`src/rtl/instr_loader.sv`:
```
// Instruction loader: encodes ISA fields into 8-bit words and streams them into
// instruction memory, holding the CPU in reset until the session completes.
module instr_loader #(
  parameter int DEPTH  = 32,
  parameter int ADDR_W = 5
) (
  input  logic              clk,
  input  logic              rst_n,
  input  logic              start,
  input  logic              finish,
  input  logic              in_valid,
  output logic              in_ready,
  input  logic [1:0]        op_class,
  input  logic [1:0]        rs,
  input  logic [1:0]        rt,
  input  logic [1:0]        rd,
  input  logic [1:0]        imm,
  input  logic [5:0]        target,
  output logic              imem_we,
  output logic [ADDR_W-1:0] imem_addr,
  output logic [7:0]        imem_wdata,
  output logic [ADDR_W:0]   count,
  output logic              load_done,
  output logic              cpu_hold
);

  typedef enum logic [1:0] {IDLE, LOAD, DRAIN, DONE} state_t;

  localparam logic [ADDR_W:0] FULL = (ADDR_W+1)'(DEPTH);
  localparam logic [ADDR_W:0] LAST = (ADDR_W+1)'(DEPTH - 1);

  state_t              state_q, state_d;
  logic                we_q, we_d;
  logic [ADDR_W-1:0]   addr_q, addr_d;
  logic [7:0]          wdata_q, wdata_d;
  logic [ADDR_W:0]     count_q, count_d;
  logic [7:0]          enc;
  logic                accept;

  always_comb begin
    enc = 8'h00;
    case (op_class)
      2'b00:   enc = {2'b00, rs, rt, rd};
      2'b01:   enc = {2'b01, rs, rt, imm};
      2'b10:   enc = {2'b10, rs, rt, imm};
      default: enc = {2'b11, target};
    endcase
  end

  assign accept = in_valid & in_ready;

  // State register plus the registered write port and session counter.
  always_ff @(posedge clk or negedge rst_n) begin
    if (!rst_n) begin
      state_q <= IDLE;
      we_q    <= 1'b0;
      addr_q  <= '0;
      wdata_q <= '0;
      count_q <= '0;
    end else begin
      state_q <= state_d;
      we_q    <= we_d;
      addr_q  <= addr_d;
      wdata_q <= wdata_d;
      count_q <= count_d;
    end
  end

  always_comb begin
    state_d = state_q;
    we_d    = 1'b0;
    addr_d  = addr_q;
    wdata_d = wdata_q;
    count_d = count_q;
    case (state_q)
      IDLE, DONE: begin
        if (start) begin
          state_d = LOAD;
          count_d = '0;
        end
      end
      LOAD: begin
        if (accept) begin
          we_d    = 1'b1;
          addr_d  = count_q[ADDR_W-1:0];
          wdata_d = enc;
          count_d = count_q + 1'b1;
        end
        // A same-cycle finish still lets the accepted word through.
        if (finish || (accept && count_q == LAST)) state_d = DRAIN;
      end
      default: state_d = DONE;
    endcase
  end

  always_comb begin
    in_ready  = (state_q == LOAD) && (count_q < FULL);
    load_done = (state_q == DONE);
    cpu_hold  = (state_q != DONE);
  end

  assign imem_we    = we_q;
  assign imem_addr  = addr_q;
  assign imem_wdata = wdata_q;
  assign count      = count_q;

endmodule

```
`config.mk`:
```
export PLATFORM = sky130hd
export DESIGN_NAME = instr_loader
export DESIGN_NICKNAME = d
export VERILOG_FILES = /design/src/rtl/instr_loader.sv
export SDC_FILE = /design/constraint.sdc
export NUM_CORES = 1
export LEC_CHECK = 0
export ABC_AREA = 1
export CORE_AREA = 4 4 59 61
export DETAILED_ROUTE_END_ITERATION = 10
export DIE_AREA = 0 0 63 65
export PLACE_DENSITY = 0.8
export SLEW_MARGIN = 10
export SYNTH_ARGS = -nofsm -noshare
export SYNTH_HDL_FRONTEND = slang
export SYNTH_SLANG_ARGS = --single-unit
```
`constraint.sdc`:
```
create_clock -name clk -period 1.8 [get_ports clk]
set_input_delay 0.36 -clock clk [delete_from_list [all_inputs] [get_ports clk]]
set_output_delay 0.36 -clock clk [all_outputs]
set_load 0.01 [all_outputs]
```
==> impl_metrics.py <==
metrics = {
    "critical_path": {
        "crit_slowest_cell": "clkdlybuf4s50_1",
        "crit_fanout": 5,
        "cp_cell_sequence": "clkdlybuf4s50_1",
        "path_delay_family": "buffers and inverters",
        "r2r_end": "count[0]",
        "worst-r2r-cell-count": 9,
        "required_ns": 1.44,
        "critical_path_arrival_ns": 1.35,
        "cp-end-kind": "output pin",
        "crit_path_start_kind": "flip-flop",
        "rrSetupSlack_ns": 0.24,
        "crit_type": "reg2out",
        "crit_start": "count[4]",
        "path_depth": 1,
        "reg2reg_from": "state_q[1]",
        "slowest_delay_ns": 0.57,
        "cp.buffers_inverters": 1,
    },
    "synthesis": {
        "yosysUniqueCellTypes": 22,
        "syn_avg_cell_area_um2": 8.55,
        "ys_warn_count": 0,
        "synth_seq_area_share": 0.507,
        "ys_ff_latch": 22,
        "synthCells": 127,
        "synth_area_leaders": "dfrtp_1, nand2_1, o21ai_0",
        "synth_nets": 151,
        "synth_top_cell_area_share": 0.507,
        "yosysTopAreaCell": "dfrtp_1",
        "syn_area_um2": 1090,
    },
    "status": {
        "status": "completed",
    },
    "routing": {
        "detail-route-antenna-nets": 0,
        "vias": 1037,
        "routed_via_density": 4.91,
        "drcViolationCount": 0,
        "drtPass1Iterations": 5,
        "wire_per_inst_um": 12.7,
        "drtIter0Drc": 34,
        "routed_wl_um": 2690,
    },
    "floorplanning": {
        "fp.coreArea_um2": 2980,
        "pin_count": 44,
        "die_x_um": 63,
        "rows": 20,
        "initial_core_util": 0.365,
        "die_h_um": 65,
        "die-area_um2": 4100,
    },
    "sta": {
        "rsz0062_at_grt": "false",
        "setup_violations": 0,
        "fin_hold_ws_ns": 0.368,
        "fin_skew_ns": 0.00239,
        "slew-limit-headroom": 0.814,
        "worst_pin_slew_ns": 0.279,
        "slew_viol_final": 0,
        "period_share": 0.947,
        "finalWorstSetupSlack_ns": 0.0948,
        "fin_tns_setup_ns": 0,
        "max_freq_mhz": 586,
        "hold_violations": 0,
        "fin_crit_ns": 1.71,
    },
    "cells_and_area": {
        "syn_to_final_growth_pct": 50.5,
        "diodes": 0,
        "final_common_cell": "clkdlybuf4s50_1",
        "final_cell_mix": "clkdlybuf4s50_1, nand2_1, dfrtp_1",
        "design_area_um2": 1630,
        "layout.nets": 203,
        "drive_gt1_frac": 0.118,
        "final_util": 0.549,
        "fill_cells": 273,
    },
    "global_route": {
        "grt_max_degree": 23,
        "grt_pass1_vias": 1036,
        "antenna_found_initial": 0,
        "grt_overflow": 0,
        "grt_pass1_wl_um": 4510,
        "grtUsageTotal": 0.141,
    },
    "clocking": {
        "h-tree-depth": 1,
        "tritoncts": "yes",
        "clock_latency_ns": 0.31,
        "cts_buffers": 3,
        "cts_buffer_depth": 2,
        "cts_sinks": 22,
        "clockRootBuffer": "clkbuf_4",
        "clkSlewWorstSetupHoldPaths_ns": 0.12,
        "postCtsHoldBufs": 0,
    },
    "place": {
        "gp_congestion": 0.834,
        "port_buffers": 43,
        "dpl_cell_area_um2": 1570,
        "post-place-ws_ns": 0.130,
        "place_hpwl_um": 2080,
    },
    "hold_path": {
        "hold_class": "in2async",
    },
    "pwr": {
        "irDropWorstVdd_v": 0.000573,
        "power_density_nw_per_um2": 1470,
        "p_leak_nw": 0.764,
    },
    "flow_run": {
        "maxCapViolCount": 0,
    },
}
-- layout make-up --
cell class                      count  area, um^2  area share
Sequential cell                    22         551       0.337
Timing Repair Buffer               49         468       0.286
Tap cell                           33        41.3      0.0253
Multi-Input combinational cell     89         464       0.284
Inverter                           14        57.6      0.0352
Clock inverter                      1        30.0      0.0184
Clock buffer                        3        22.5      0.0138
-- per-stage QoR --
step	total power [W]	cells
6_report	0.00240	211
5_1_grt	0.00262	211
2_1_floorplan	0.00149	127
3_3_place_gp	0.00200	205
4_1_cts	0.00244	211
3_5_place_dp	0.00204	205
-- metal layers --
| layer | GRT usage | vias up | wire length [um] |
|---|---|---|---|
| met5 | 0 | - | 0 |
| met4 | 0.0661 | 0 | 46 |
| met1 | 0.163 | 489 | 1080 |
| met2 | 0.245 | 29 | 1410 |
| met3 | 0.0329 | 5 | 146 |
| li1 | - | 514 | - |
-- report_power, final --
| group | internal, W | total [W] | switching, W |
|---|---|---|---|
| logic | 0.000616 | 0.00126 | 0.000643 |
| clock network | 0.000225 | 0.000382 | 0.000157 |
| registers | 0.000662 | 0.000764 | 0.000102 |
| total | 0.00150 | 0.00240 | 0.000901 |
-- worst max path at each step --
stage	endpoint	slack [ns]
2_1_floorplan	count[0]	0.43
3_3_place_gp	in_ready	0.18
3_5_place_dp	in_ready	0.13
4_1_cts	count[4]	0.07
5_1_grt	in_ready	0.005
6_report	count[4]	0.09
-- cell usage after synthesis, drive strengths merged --
| library cell | n |
|---|---|
| o21bai | 1 |
| a2bb2oi | 2 |
| a21oi | 5 |
| ha | 3 |
| clkinv | 1 |
| nand2 | 42 |
| buf | 2 |
| inv | 13 |
| nand4 | 2 |
| nand3 | 6 |
| or2 | 1 |
| o21ai | 18 |
| xnor2 | 1 |
| dfrtp | 22 |
| nor2 | 8 |
-- state kept, by name (all words and copies together) (netlist names) --
| signal | count |
|---|---|
| imem_wdata | 8 |
| state_q | 2 |
| imem_we | 1 |
| count | 6 |
| imem_addr | 5 |
-- repair_timing --
| item | 4_1_cts | 5_1_grt |
|---|---|---|
| resized for setup | 7 | 0 |
| setup endpoints to repair | 3 | 0 |
| setup buffers | 2 | 0 |
-- kinds of logic after synthesis --
family                   share of synthesized area
flip-flops                                   0.507
AO/OA/AOI/OAI                                0.132
XOR/XNOR                                   0.00807
adder cells (fa/ha/maj)                     0.0346
buffers and inverters                       0.0680
AND/OR/NAND/NOR                              0.250
(Power assumes the default switching activity.)
